**src/rtl/nec_ir_pkg.sv**
```systemverilog
// Shared types and pulse-window constants for the NEC IR decoder.
// All windows are in measurement ticks (TICK_US each).
package nec_ir_pkg;

    typedef enum logic [2:0] {
        ST_IDLE,
        ST_LEAD_LO,
        ST_LEAD_HI,
        ST_BIT_LO,
        ST_BIT_HI,
        ST_RPT_LO
    } nec_state_t;

    localparam int unsigned WIDTH_W   = 11;
    localparam int unsigned BIT_CNT_W = 6;

    localparam logic [WIDTH_W-1:0] LEAD_LO_MIN = 11'd800;
    localparam logic [WIDTH_W-1:0] LEAD_LO_MAX = 11'd1000;
    localparam logic [WIDTH_W-1:0] LEAD_HI_MIN = 11'd400;
    localparam logic [WIDTH_W-1:0] LEAD_HI_MAX = 11'd500;
    localparam logic [WIDTH_W-1:0] RPT_HI_MIN  = 11'd180;
    localparam logic [WIDTH_W-1:0] RPT_HI_MAX  = 11'd270;
    localparam logic [WIDTH_W-1:0] BIT_LO_MIN  = 11'd40;
    localparam logic [WIDTH_W-1:0] BIT_LO_MAX  = 11'd72;
    localparam logic [WIDTH_W-1:0] SP0_MIN     = 11'd40;
    localparam logic [WIDTH_W-1:0] SP0_MAX     = 11'd72;
    localparam logic [WIDTH_W-1:0] SP1_MIN     = 11'd140;
    localparam logic [WIDTH_W-1:0] SP1_MAX     = 11'd200;
    localparam logic [WIDTH_W-1:0] TIMEOUT     = 11'd1100;

    function automatic logic in_win(input logic [WIDTH_W-1:0] w,
                                    input logic [WIDTH_W-1:0] lo,
                                    input logic [WIDTH_W-1:0] hi);
        return (w >= lo) && (w <= hi);
    endfunction

endpackage

```
**src/rtl/ir_edge_sync.sv**
```systemverilog
// Two-flop synchronizer for the IR pin with registered fall/rise strobes.
// Resets to the idle-high line level so no edge is reported on release.
module ir_edge_sync (
    input  logic clk,
    input  logic res,
    input  logic ir,
    output logic fall,
    output logic rise
);

    logic s1, s2, prev;

    always_ff @(posedge clk or negedge res) begin
        if (!res) begin
            s1   <= 1'b1;
            s2   <= 1'b1;
            prev <= 1'b1;
            fall <= 1'b0;
            rise <= 1'b0;
        end else begin
            s1   <= ir;
            s2   <= s1;
            prev <= s2;
            fall <= prev & ~s2;
            rise <= ~prev & s2;
        end
    end

endmodule

```
**src/rtl/nec_ir_decoder.sv**
```systemverilog
// NEC IR frame decoder: pulse-width FSM producing a 32-bit code word.
// Define NEC_CHECK_EN to reject frames whose inverted address/command bytes mismatch.
module nec_ir_decoder
    import nec_ir_pkg::*;
#(
    parameter int unsigned CLK_HZ  = 50_000_000,
    parameter int unsigned TICK_US = 10
) (
    input  logic        clk,
    input  logic        res,
    input  logic        ir,
    output logic [31:0] code,
    output logic        data_valid,
    output logic        repeat_pulse,
    output logic        error
);

    localparam int unsigned PRESCALE = CLK_HZ / 1_000_000 * TICK_US;
    localparam int unsigned PS_W     = (PRESCALE > 1) ? $clog2(PRESCALE) : 1;

    logic                 ir_fall, ir_rise, edge_any, tick;
    logic [PS_W-1:0]      ps_cnt;
    logic [WIDTH_W-1:0]   width;
    nec_state_t           state;
    logic [BIT_CNT_W-1:0] bit_cnt;
    logic [31:0]          sr, sr_next;
    logic                 has_frame, space_one, space_ok, frame_ok;

    ir_edge_sync u_sync (
        .clk  (clk),
        .res  (res),
        .ir   (ir),
        .fall (ir_fall),
        .rise (ir_rise)
    );

    assign edge_any = ir_fall | ir_rise;
    // An edge wins over a coincident tick: the tick is simply dropped.
    assign tick     = !edge_any && (ps_cnt == PS_W'(PRESCALE - 1));

    always_ff @(posedge clk or negedge res) begin
        if (!res)
            ps_cnt <= '0;
        else if (edge_any || tick)
            ps_cnt <= '0;
        else
            ps_cnt <= ps_cnt + PS_W'(1);
    end

    always_ff @(posedge clk or negedge res) begin
        if (!res)
            width <= '0;
        else if (edge_any)
            width <= '0;
        else if (tick && width != '1)
            width <= width + WIDTH_W'(1);
    end

    assign space_one = in_win(width, SP1_MIN, SP1_MAX);
    assign space_ok  = space_one || in_win(width, SP0_MIN, SP0_MAX);
    assign sr_next   = {space_one, sr[31:1]};

`ifdef NEC_CHECK_EN
    assign frame_ok = (sr_next[15:8] == ~sr_next[7:0]) &&
                      (sr_next[31:24] == ~sr_next[23:16]);
`else
    assign frame_ok = 1'b1;
`endif

    always_ff @(posedge clk or negedge res) begin
        if (!res) begin
            state        <= ST_IDLE;
            bit_cnt      <= '0;
            sr           <= '0;
            code         <= '0;
            has_frame    <= 1'b0;
            data_valid   <= 1'b0;
            repeat_pulse <= 1'b0;
            error        <= 1'b0;
        end else begin
            data_valid   <= 1'b0;
            repeat_pulse <= 1'b0;
            error        <= 1'b0;
            if (state != ST_IDLE && !edge_any && width > TIMEOUT) begin
                error <= 1'b1;
                state <= ST_IDLE;
            end else begin
                case (state)
                    ST_IDLE: if (ir_fall) state <= ST_LEAD_LO;
                    ST_LEAD_LO: if (ir_rise) begin
                        if (in_win(width, LEAD_LO_MIN, LEAD_LO_MAX)) begin
                            state <= ST_LEAD_HI;
                        end else begin
                            error <= 1'b1;
                            state <= ST_IDLE;
                        end
                    end
                    ST_LEAD_HI: if (ir_fall) begin
                        if (in_win(width, LEAD_HI_MIN, LEAD_HI_MAX)) begin
                            bit_cnt <= '0;
                            state   <= ST_BIT_LO;
                        end else if (in_win(width, RPT_HI_MIN, RPT_HI_MAX)) begin
                            state <= ST_RPT_LO;
                        end else begin
                            error <= 1'b1;
                            state <= ST_IDLE;
                        end
                    end
                    ST_BIT_LO: if (ir_rise) begin
                        if (in_win(width, BIT_LO_MIN, BIT_LO_MAX)) begin
                            state <= ST_BIT_HI;
                        end else begin
                            error <= 1'b1;
                            state <= ST_IDLE;
                        end
                    end
                    ST_BIT_HI: if (ir_fall) begin
                        if (!space_ok) begin
                            error <= 1'b1;
                            state <= ST_IDLE;
                        end else begin
                            sr      <= sr_next;
                            bit_cnt <= bit_cnt + BIT_CNT_W'(1);
                            // Frame completes on bit 32's space; the stop burst is ignored in IDLE.
                            if (bit_cnt == BIT_CNT_W'(31)) begin
                                state <= ST_IDLE;
                                if (frame_ok) begin
                                    code       <= sr_next;
                                    data_valid <= 1'b1;
                                    has_frame  <= 1'b1;
                                end else begin
                                    error <= 1'b1;
                                end
                            end else begin
                                state <= ST_BIT_LO;
                            end
                        end
                    end
                    ST_RPT_LO: if (ir_rise) begin
                        state <= ST_IDLE;
                        if (!in_win(width, BIT_LO_MIN, BIT_LO_MAX))
                            error <= 1'b1;
                        else if (has_frame)
                            repeat_pulse <= 1'b1;
                    end
                    default: state <= ST_IDLE;
                endcase
            end
        end
    end

endmodule

```
**config.mk**
```make
export PLATFORM = sky130hd
export DESIGN_NAME = nec_ir_decoder
export DESIGN_NICKNAME = d
export VERILOG_FILES = /design/src/rtl/nec_ir_pkg.sv /design/src/rtl/ir_edge_sync.sv /design/src/rtl/nec_ir_decoder.sv
export SDC_FILE = /design/constraint.sdc
export NUM_CORES = 1
export LEC_CHECK = 0
export ABC_AREA = 0
export CAP_MARGIN = 10
export CORE_UTILIZATION = 39
export DETAILED_ROUTE_END_ITERATION = 10
export PLACE_DENSITY = 0.6
export SETUP_SLACK_MARGIN = 0.4
export SYNTH_ARGS = -nofsm -noshare
export SYNTH_HDL_FRONTEND = slang
export SYNTH_SLANG_ARGS = --single-unit
```
**constraint.sdc**
```tcl
create_clock -name clk -period 2.8 [get_ports clk]
set_clock_uncertainty 0.2 [all_clocks]
set_input_delay 0.56 -clock clk [delete_from_list [all_inputs] [get_ports clk]]
set_output_delay 0.56 -clock clk [all_outputs]
set_load 0.02 [all_outputs]
```
==> flow_summary.json, run 1 <==
{
  "status": "completed",
  "synthTopCellsByArea": "dfrtp_1 (54%), mux2_4 (8.9%), nand2_1 (8.9%), nor2_1 (2.1%), nand3_1 (2.1%)",
  "maxSlewHeadroom_pct": 52.9,
  "drc": 0,
  "crit_slowest_cell": "dfrtp_1",
  "maxCapViolCount": 0,
  "layout.nets": 472,
  "clk-insertion-delay-late_ns": 0.34,
  "first_pass_iters": 5,
  "gp_congestion": 0.840,
  "grt.total_usage_pct": 14.7,
  "htree_levels": 3,
  "tritoncts": "done",
  "cell_internal_pwr_w": 0.00223,
  "ys_seq_area_share_pct": 55.3,
  "post-dp-hpwl_um": 5690,
  "n_antenna_cell": 0,
  "wl_per_cell_um": 14.2,
  "arrival_ns": 2.38,
  "switching_power_w": 0.000674,
  "grt_pass1_vias": 2948,
  "io_pins": 38,
  "most-common-layout-cells": "nand2_1 (108), dfrtp_1 (94), clkdlybuf4s50_1 (36)",
  "cts_hold_repair.buffers": 0,
  "cp_top_family": "compound AO/OA/AOI/OAI gates",
  "hold_violations": 0,
  "post_cts_buffers": 0,
  "slew_violations": 0,
  "synth_area_per_cell_um2": 10.6,
  "clock_path_buffers": 2,
  "p_clk_share_pct": 44.4,
  "setup_tns_ns": 0,
  "wirelength_um": 8680,
  "seqPwrFrac_pct": 51.7,
  "crit_path_cell_trace": "o311ai_2 > o211ai_4 > a211oi_4 > and2_2 > buf_12 > mux2_1",
  "coreArea_mm2": 0.0114,
  "clk_pin_slew_worst_paths_ns": 0.07,
  "critPathMaxFanout": 17,
  "worst-setup-path-type": "reg -> reg",
  "drive_gt1_share_pct": 14.9,
  "die_area_mm2": 0.0122,
  "fin_cells": 613,
  "drt_iter0_markers": 203,
  "critical-path-max-stage-delay_ns": 0.46,
  "grt_overflow": 0,
  "synthDistinctLibCells": 52,
  "dp.cells": 596,
  "ys_ff_latch": 101,
  "fill_cells": 1059,
  "synth_area_leader_cell": "dfrtp_1",
  "drtAntennaViolNets": 0,
  "crit_path_start_kind": "flip-flop",
  "start_util_pct": 40.1,
  "cts_root_buffer": "clkbuf_16",
  "avgViaCountPerCell": 5.12,
  "hold_class": "in -> async",
  "grt_max_degree": 56,
  "synth.top_cell.area_share_pct": 53.6,
  "critPathCaptureType": "flip-flop",
  "synth_warnings": 0,
  "finalWorstPathRequiredPeriod_ns": 2.36,
  "setup_viol": 0,
  "final_common_cell": "nand2_1",
  "power_frac_comb_pct": 3.8,
  "multi_input_area_mm2": 0.00190,
  "clock_sinks": 101,
  "synth_fp_nets": 438,
  "netSwitchingFraction_pct": 23.2,
  "ir_worst_vdd_mv": 0.348,
  "async_reset_ff_share_pct": 100,
  "via_count": 3139,
  "crit_required_ns": 2.82,
  "fmax_mhz": 424,
  "grt_pass1_wl_um": 13900,
  "synthCells": 431,
  "synth_edf_count": 0,
  "max_slew.worst_pin.slew_ns": 0.707,
  "antenna_found_initial": 0,
  "row_count": 39,
  "syn_to_final_growth_pct": 19.0,
  "die_h_um": 110,
  "die_w_um": 110,
  "fin_crit_sh_pct": 84.1,
  "final-seq-area_mm2": 0.00254,
  "portBuffers": 37,
  "rsz0062_at_grt": "true",
  "syn_area_mm2": 0.00458,
  "crit_buf_inv": 1,
  "p_leak_nw": 2.53,
  "power.density_mw_per_mm2": 533,
  "numCtsBuffers": 9,
  "synthFlopType": "dfrtp_1"
}
## cell usage after synthesis, types with 2 or more instances
library cell	n
nor2_1	26
xor2_1	7
o211ai_1	5
or2_2	3
o21ai_0	9
dfstp_2	3
ha_1	4
clkbuf_1	10
nor3b_1	2
buf_2	6
and2_1	3
nand3_1	19
mux2_1	4
nand4_1	6
mux2_4	27
nand2_1	108
nand2b_1	3
a21oi_1	9
or4_1	5
nor3_1	4
inv_1	11
nor4_1	5
and3_1	6
dfrtp_1	98
a211o_1	3
xnor2_1	8
buf_6	3
nor2b_1	6
buf_4	3
o31ai_1	3
## state kept, by name, indices dropped and copies added, names as in the netlist, 3 cells and up
register	flops
code	32
state	3
width	11
ps_cnt	9
bit_cnt	6
sr	31
## logic make-up after synthesis
family / after synthesis / share of synthesized area, %
AO/OA/AOI/OAI: 44 / 7.19
XOR/XNOR: 15 / 2.87
adder cells (fa/ha/maj): 4 / 1.09
buffers and inverters: 34 / 3.69
flip-flops: 101 / 55.3
multiplexers: 32 / 10.1
AND/OR/NAND/NOR: 201 / 19.8
## worst paths after layout
path	slack (ns)	endpoint	startpoint	cells after the start
worst max register to register	0.44	code[9]	width[0]	6
min in group clk	0.16	u_sync.s2	u_sync.s1	0
worst max-delay path	0.44	code[9]	width[0]	6
worst min-delay path	0.07	code[2]	res	1
max in group asynchronous	1.68	code[15]	res	2
worst min register to register	0.16	u_sync.s2	u_sync.s1	0
## per-stage QoR
stage / hold slack (ns) / total power, W / instance area (um^2) / worst slack [ns] / util [%]
after floorplan: 0.0644 / 0.00159 / 4580 / 0.428 / -
after global placement: 0.147 / 0.00165 / 5080 / 0.440 / 44.5
after detailed placement: 0.152 / 0.00165 / 5080 / 0.412 / 44.5
after CTS: 0.0937 / 0.00296 / 5400 / 0.401 / 47.3
after global routing: 0.128 / 0.00303 / 5450 / 0.330 / 47.7
final: 0.0691 / 0.00291 / 5450 / 0.444 / 47.7
## power by group through the flow
stage / combinational (W) / sequential, W / clock (W)
after floorplan: 0.0000597 / 0.00153 / 0
after global placement: 0.000116 / 0.00153 / 0
after detailed placement: 0.000116 / 0.00153 / 0
after CTS: 0.000115 / 0.00150 / 0.00134
after global routing: 0.000128 / 0.00151 / 0.00139
final: 0.000111 / 0.00150 / 0.00129
## area by class of cell
cell class / instances / area share [%]
Tap cell: 143 / 3.28
Clock buffer: 9 / 4.13
Timing Repair Buffer: 45 / 8.63
Inverter: 12 / 0.826
Clock inverter: 7 / 1.74
Multi-Input combinational cell: 296 / 34.8
Sequential cell: 101 / 46.5
## repair_timing
action | CTS | global route
endpoints found under the setup margin | 1 | 33
cloned | 0 | 1
resized for setup | 1 | 6
## worst reg2reg max path, stage by stage, from the launching register on
cell and delay (ns):
dfrtp_1 0.46, o311ai_2 0.40, o211ai_4 0.19, a211oi_4 0.19, and2_2 0.25, buf_12 0.20
mux2_1 0.35
## per-layer routing
metal / track usage, % / wire [um] / vias to the layer above
li1: - / - / 1536
met1: 19.9 / 4090 / 1540
met2: 23.0 / 4190 / 57
met3: 3.70 / 327 / 6
met4: 5.08 / 64 / 0
met5: 0 / 0 / -
Power figures use the tool's default switching activity.
==> inputs of run 2 (changes only) <==
--- a/config.mk
+++ b/config.mk
@@ -9,7 +9,7 @@
 export CAP_MARGIN = 10
 export CORE_UTILIZATION = 39
 export DETAILED_ROUTE_END_ITERATION = 10
-export PLACE_DENSITY = 0.6
+export PLACE_DENSITY = 0.63
 export SETUP_SLACK_MARGIN = 0.4
 export SYNTH_ARGS = -nofsm -noshare
 export SYNTH_HDL_FRONTEND = slang
==> constraint.sdc (replaced) <==
create_clock -name clk -period 1.9 [get_ports clk]
set_clock_uncertainty 0.2 [all_clocks]
set_input_delay 0.38 -clock clk [delete_from_list [all_inputs] [get_ports clk]]
set_output_delay 0.38 -clock clk [all_outputs]
set_load 0.02 [all_outputs]
==> flow_summary.json, run 2 (synthesized netlist as in run 1, its figures left out) <==
{
  "place_area_mm2": 0.00565,
  "drt_iter0_markers": 218,
  "cell_internal_pwr_w": 0.00337,
  "finalWorstPathRequiredPeriod_ns": 2.20,
  "worst-setup-path-type": "reg -> reg",
  "top_regs": "code x32, sr x31, width x11",
  "grt_pass1_vias": 3731,
  "p_leak_nw": 3.31,
  "design_area_mm2": 0.00701,
  "worst_r2r_startpoint": "width[2]",
  "post-dp-hpwl_um": 6800,
  "final_common_cell": "dfrtp_1",
  "most-common-layout-cells": "dfrtp_1 (93), buf_4 (83), nand2_1 (56)",
  "numCtsBuffers": 9,
  "drive_gt1_share_pct": 53.8,
  "netSwitchingFraction_pct": 24.4,
  "ir_worst_vdd_mv": 0.616,
  "arrival_ns": 2.23,
  "seqPwrFrac_pct": 49.4,
  "p_clk_share_pct": 43.7,
  "setup_viol": 84,
  "max_slew.worst_pin.slew_ns": 0.378,
  "grt.total_usage_pct": 20.6,
  "switching_power_w": 0.00109,
  "portBuffers": 37,
  "tritoncts": "done",
  "largest_register": "code",
  "crit_cells": 6,
  "rsz0062_at_grt": "true",
  "die_area_mm2": 0.0122,
  "start_util_pct": 40.1,
  "wl_per_cell_um": 17.2,
  "power_frac_comb_pct": 6.9,
  "maxSlewHeadroom_pct": 74.8,
  "clock_sinks": 101,
  "r2r-end": "code[29]",
  "drtAntennaViolNets": 0,
  "cts_root_buffer": "clkbuf_16",
  "layout.nets": 578,
  "critPathCaptureType": "flip-flop",
  "status": "complete, but fails checks",
  "first_pass_iters": 5,
  "min_path_cells": 0,
  "maxCapViolCount": 0,
  "htree_levels": 3,
  "crit_buf_inv": 1,
  "n_antenna_cell": 0,
  "clk_pin_slew_worst_paths_ns": 0.08,
  "coreArea_mm2": 0.0114,
  "setup_tns_ns": -18.47,
  "grt_overflow": 0,
  "critical-path-max-stage-delay_ns": 0.42,
  "die_h_um": 110,
  "row_count": 39,
  "r2r_slack_ns": -0.30,
  "syn_to_final_growth_pct": 53.1,
  "wirelength_um": 12400,
  "min_to": "u_sync.s2",
  "crit_slowest_cell": "dfrtp_1",
  "worst_slack_ns": -0.298,
  "slew_violations": 0,
  "hold_violations": 0,
  "clk-insertion-delay-late_ns": 0.35,
  "avgViaCountPerCell": 5.24,
  "largest_reg_flops": 32,
  "io_pins": 38,
  "ff2ff_path_depth": 6,
  "gp_congestion": 0.830,
  "antenna_found_initial": 0,
  "drc": 0,
  "die_w_um": 110,
  "grt_pass1_wl_um": 19000,
  "hold_class": "reg -> reg",
  "via_count": 3770,
  "clock_path_buffers": 2,
  "holdCritStartpoint": "u_sync.s1",
  "violations": "setup timing",
  "power.density_mw_per_mm2": 635,
  "cp_top_family": "compound AO/OA/AOI/OAI gates",
  "crit_path_cell_trace": "o311ai_4 > o211ai_4 > a211oi_4 > and2_4 > buf_12 > mux2_4",
  "crit_path_start_kind": "flip-flop",
  "grt_max_degree": 40,
  "fin_crit_sh_pct": 116,
  "fmax_mhz": 455,
  "critPathMaxFanout": 8,
  "crit_required_ns": 1.93
}
==> run 2: timing repair <==
action,in CTS,in global routing
pin swaps,49,48
buffers inserted,22,16
hold buffers,1,0
setup endpoints to repair,129,123
resized for setup,230,117
hold endpoints to repair,23,0
cloned,6,2
==> run 2: through the flow <==
stage | utilization [%] | setup WS, ns | instances | power, W | hold slack (ns)
floorplan | - | -0.421 | 431 | 0.00235 | -0.116
global placement | 49.5 | -0.337 | 656 | 0.00249 | 0.129
detailed placement | 49.5 | -0.378 | 656 | 0.00249 | 0.130
CTS | 56.5 | -0.273 | 701 | 0.00445 | 0.160
global route | 61.4 | -0.362 | 719 | 0.00460 | 0.167
finish | 61.4 | -0.298 | 719 | 0.00445 | 0.158
==> run 2: worst max path at each step <==
stage                         from  endpoint  slack (ns)
after floorplan           width[0]  code[10]       -0.42
after CTS                 width[2]  code[27]       -0.27
after detailed placement  width[0]  code[16]       -0.38
after global routing      width[2]   code[3]       -0.36
final                     width[2]  code[29]       -0.30
after global placement    width[0]  code[15]       -0.34
==> run 2: per-layer routing <==
layer  vias to the layer above  global-route usage [%]  wire (um)
met3                        22                    4.12        353
met5                         -                       0          0
li1                       1757                       -          -
met2                        60                    32.9       6280
met1                      1931                    28.6       5550
met4                         0                    5.55        208
==> run 2: worst reg2reg max path, delay by kind of cell (launching register included) <==
kind | cells | cell delay [ns]
buf+inv | 1 | 0.18
flops | 1 | 0.42
simple gates | 1 | 0.30
mux | 1 | 0.31
compound gates | 3 | 0.67
==> run 2: power by group through the flow <==
stage | registers (W) | clock network, W | logic (W)
2_1_floorplan | 0.00225 | 0 | 0.000103
4_1_cts | 0.00220 | 0.00198 | 0.000276
6_report | 0.00220 | 0.00195 | 0.000307
5_1_grt | 0.00220 | 0.00206 | 0.000339
3_5_place_dp | 0.00224 | 0 | 0.000252
3_3_place_gp | 0.00224 | 0 | 0.000253
==> run 2: final cells by class <==
cell class	count	area (um^2)
fill	887	4410
multi-input combinational	296	2430
tap	143	179
timing repair buffer	151	1500
inverter	12	45.0
clock buffer	9	225
sequential	101	2540
clock inverter	7	92.6
==> inputs of run 3 (changes only) <==
--- a/config.mk
+++ b/config.mk
@@ -5,11 +5,10 @@
 export SDC_FILE = /design/constraint.sdc
 export NUM_CORES = 1
 export LEC_CHECK = 0
-export ABC_AREA = 0
 export CAP_MARGIN = 10
-export CORE_UTILIZATION = 39
+export CORE_UTILIZATION = 52
 export DETAILED_ROUTE_END_ITERATION = 10
-export PLACE_DENSITY = 0.63
+export PLACE_DENSITY = 0.79
 export SETUP_SLACK_MARGIN = 0.4
 export SYNTH_ARGS = -nofsm -noshare
 export SYNTH_HDL_FRONTEND = slang
==> flow_summary.json, run 3 (synthesized netlist as in run 1, its figures left out) <==
{
  "status": "complete, but fails checks",
  "violations": "setup timing",
  "power.density_mw_per_mm2": 578,
  "n_antenna_cell": 0,
  "clk_pin_slew_worst_paths_ns": 0.11,
  "portBuffers": 37,
  "worst_r2r_startpoint": "width[4]",
  "layout.nets": 580,
  "slew_violations": 0,
  "ir_worst_vdd_mv": 0.752,
  "die_area_mm2": 0.00919,
  "r2r_slack_ns": -0.36,
  "syn_to_final_growth_pct": 48.6,
  "path_common_cell": "buf_12",
  "grt.total_usage_pct": 29.1,
  "netSwitchingFraction_pct": 28.1,
  "r2r-end": "code[2]",
  "seqPwrFrac_pct": 56.1,
  "hold_ws_ns": 0.170,
  "routed.top_layer": "met4",
  "finalWorstPathRequiredPeriod_ns": 2.26,
  "die_h_um": 95.8,
  "power_frac_comb_pct": 7.9,
  "coreArea_mm2": 0.00838,
  "io_pins": 38,
  "worst_slack_ns": -0.363,
  "final_common_cell": "nand2_1",
  "maxSlewHeadroom_pct": 62.2,
  "gp_congestion": 0.971,
  "wl_met3_um": 871,
  "critPathMaxFanout": 7,
  "crit_cells": 7,
  "crit_required_ns": 1.98,
  "grt_overflow": 0,
  "wl_met2_um": 7430,
  "critPathLaunch": "width[4]",
  "first_pass_iters": 5,
  "fin_crit_sh_pct": 119,
  "via_count": 4082,
  "cts_root_buffer": "clkbuf_8",
  "drtAntennaViolNets": 0,
  "drive_gt1_share_pct": 48.3,
  "tritoncts": "done",
  "grt_pass1_vias": 3879,
  "start_util_pct": 54.6,
  "max_slew.worst_pin.slew_ns": 0.562,
  "crit_path_start_kind": "flip-flop",
  "most-common-layout-cells": "nand2_1 (96), dfrtp_1 (92), buf_4 (78)",
  "numCtsBuffers": 9,
  "cp-endpoint": "code[2]",
  "arrival_ns": 2.35,
  "grt_pass1_wl_um": 19900,
  "maxCapViolCount": 0,
  "die_w_um": 95.8,
  "cell_internal_pwr_w": 0.00283,
  "crit_path_cell_trace": "o21ai_2 > a211o_4 > a211oi_4 > and2_4 > buf_12 > buf_12 > mux2_4",
  "clk-insertion-delay-late_ns": 0.39,
  "worst-setup-path-type": "reg -> reg",
  "antenna_found_initial": 0,
  "critical-path-max-stage-delay_ns": 0.42,
  "hold_class": "in -> async",
  "p_leak_nw": 3.26,
  "wl_per_cell_um": 21.8,
  "design_area_mm2": 0.00681,
  "top_regs": "code x32, sr x31, width x11",
  "row_count": 33,
  "drc": 0,
  "rsz0062_at_grt": "true",
  "multi_input_area_mm2": 0.00226,
  "clock_path_buffers": 2,
  "crit_buf_inv": 2,
  "fill_cells": 387,
  "clock_sinks": 101,
  "fmax_mhz": 442,
  "largest_reg_flops": 32,
  "switching_power_w": 0.00111,
  "wirelength_um": 14900,
  "grt_max_degree": 45,
  "final-seq-area_mm2": 0.00254,
  "cp_top_family": "compound AO/OA/AOI/OAI gates",
  "ff2ff_path_depth": 7,
  "wl_met1_um": 5710,
  "post-dp-hpwl_um": 6620,
  "place_area_mm2": 0.00553,
  "htree_levels": 3,
  "drt_iter0_markers": 288,
  "setup_viol": 85,
  "crit_slowest_cell": "dfrtp_2",
  "p_clk_share_pct": 36.0,
  "avgViaCountPerCell": 5.98,
  "largest_register": "code",
  "critPathCaptureType": "flip-flop",
  "hold_violations": 0
}
-- run 3: cell count changes in the layout (fill, tap and decap cells not counted), sizes merged --
cell | before | now
inv | 14 | 15
clkbuf | 10 | 12
bufinv | 1 | 0
clkinv | 2 | 4
clkinvlp | 2 | 0
-- run 3: how the worst min path moves through the flow --
| stage | to | slack [ns] |
|---|---|---|
| final | ps_cnt[6] | 0.17 |
| after global routing | ps_cnt[6] | 0.17 |
| after CTS | ps_cnt[1] | 0.17 |
| after detailed placement | ps_cnt[1] | 0.04 |
| after global placement | ps_cnt[1] | 0.04 |
| after floorplan | bit_cnt[0] | -0.12 |
-- run 3: final cells by class --
type,count,area share [%]
Clock buffer,9,1.82
Clock inverter,7,1.14
Inverter,12,0.699
Multi-Input combinational cell,296,33.3
Sequential cell,101,37.3
Tap cell,105,1.93
Timing Repair Buffer,153,23.8
-- run 3: power groups by stage --
stage | combinational [W] | sequential, W | clock (W)
floorplan | 0.000103 | 0.00225 | 0
global placement | 0.000237 | 0.00224 | 0
CTS | 0.000276 | 0.00220 | 0.00140
finish | 0.000313 | 0.00221 | 0.00142
detailed placement | 0.000247 | 0.00224 | 0
global route | 0.000333 | 0.00221 | 0.00151
-- run 3: repair_timing --
item,4_1_cts,5_1_grt
pin swaps,28,23
setup buffers,34,17
hold endpoints to repair,100,0
setup endpoints to repair,129,131
resized for setup,270,52
hold buffers,1,0
cloned,4,3
-- run 3: routing by layer --
layer  vias to the layer above  GRT usage (%)
li1                       1749              -
met1                      2034           36.5
met2                       221           49.0
met3                        78           6.40
met4                         0           11.8
met5                         -              0
-- run 3: worst register-to-register path: stages (launching register included) --
cell	delay, ns
dfrtp_2	0.42
o21ai_2	0.09
a211o_4	0.35
a211oi_4	0.27
and2_4	0.25
buf_12	0.14
buf_12	0.14
mux2_4	0.31
-- run 3: per-stage QoR --
stage | setup TNS [ns] | util, % | setup slack (ns) | total power, W | std cells
after CTS | -12.89 | 76.3 | -0.256 | 0.00387 | 663
after floorplan | -13.93 | - | -0.421 | 0.00235 | 431
final | -20.30 | 81.2 | -0.363 | 0.00393 | 683
after global placement | -14.59 | 66.0 | -0.286 | 0.00248 | 608
after global routing | -23.48 | 81.2 | -0.390 | 0.00405 | 683
after detailed placement | -16.29 | 66.0 | -0.298 | 0.00249 | 608
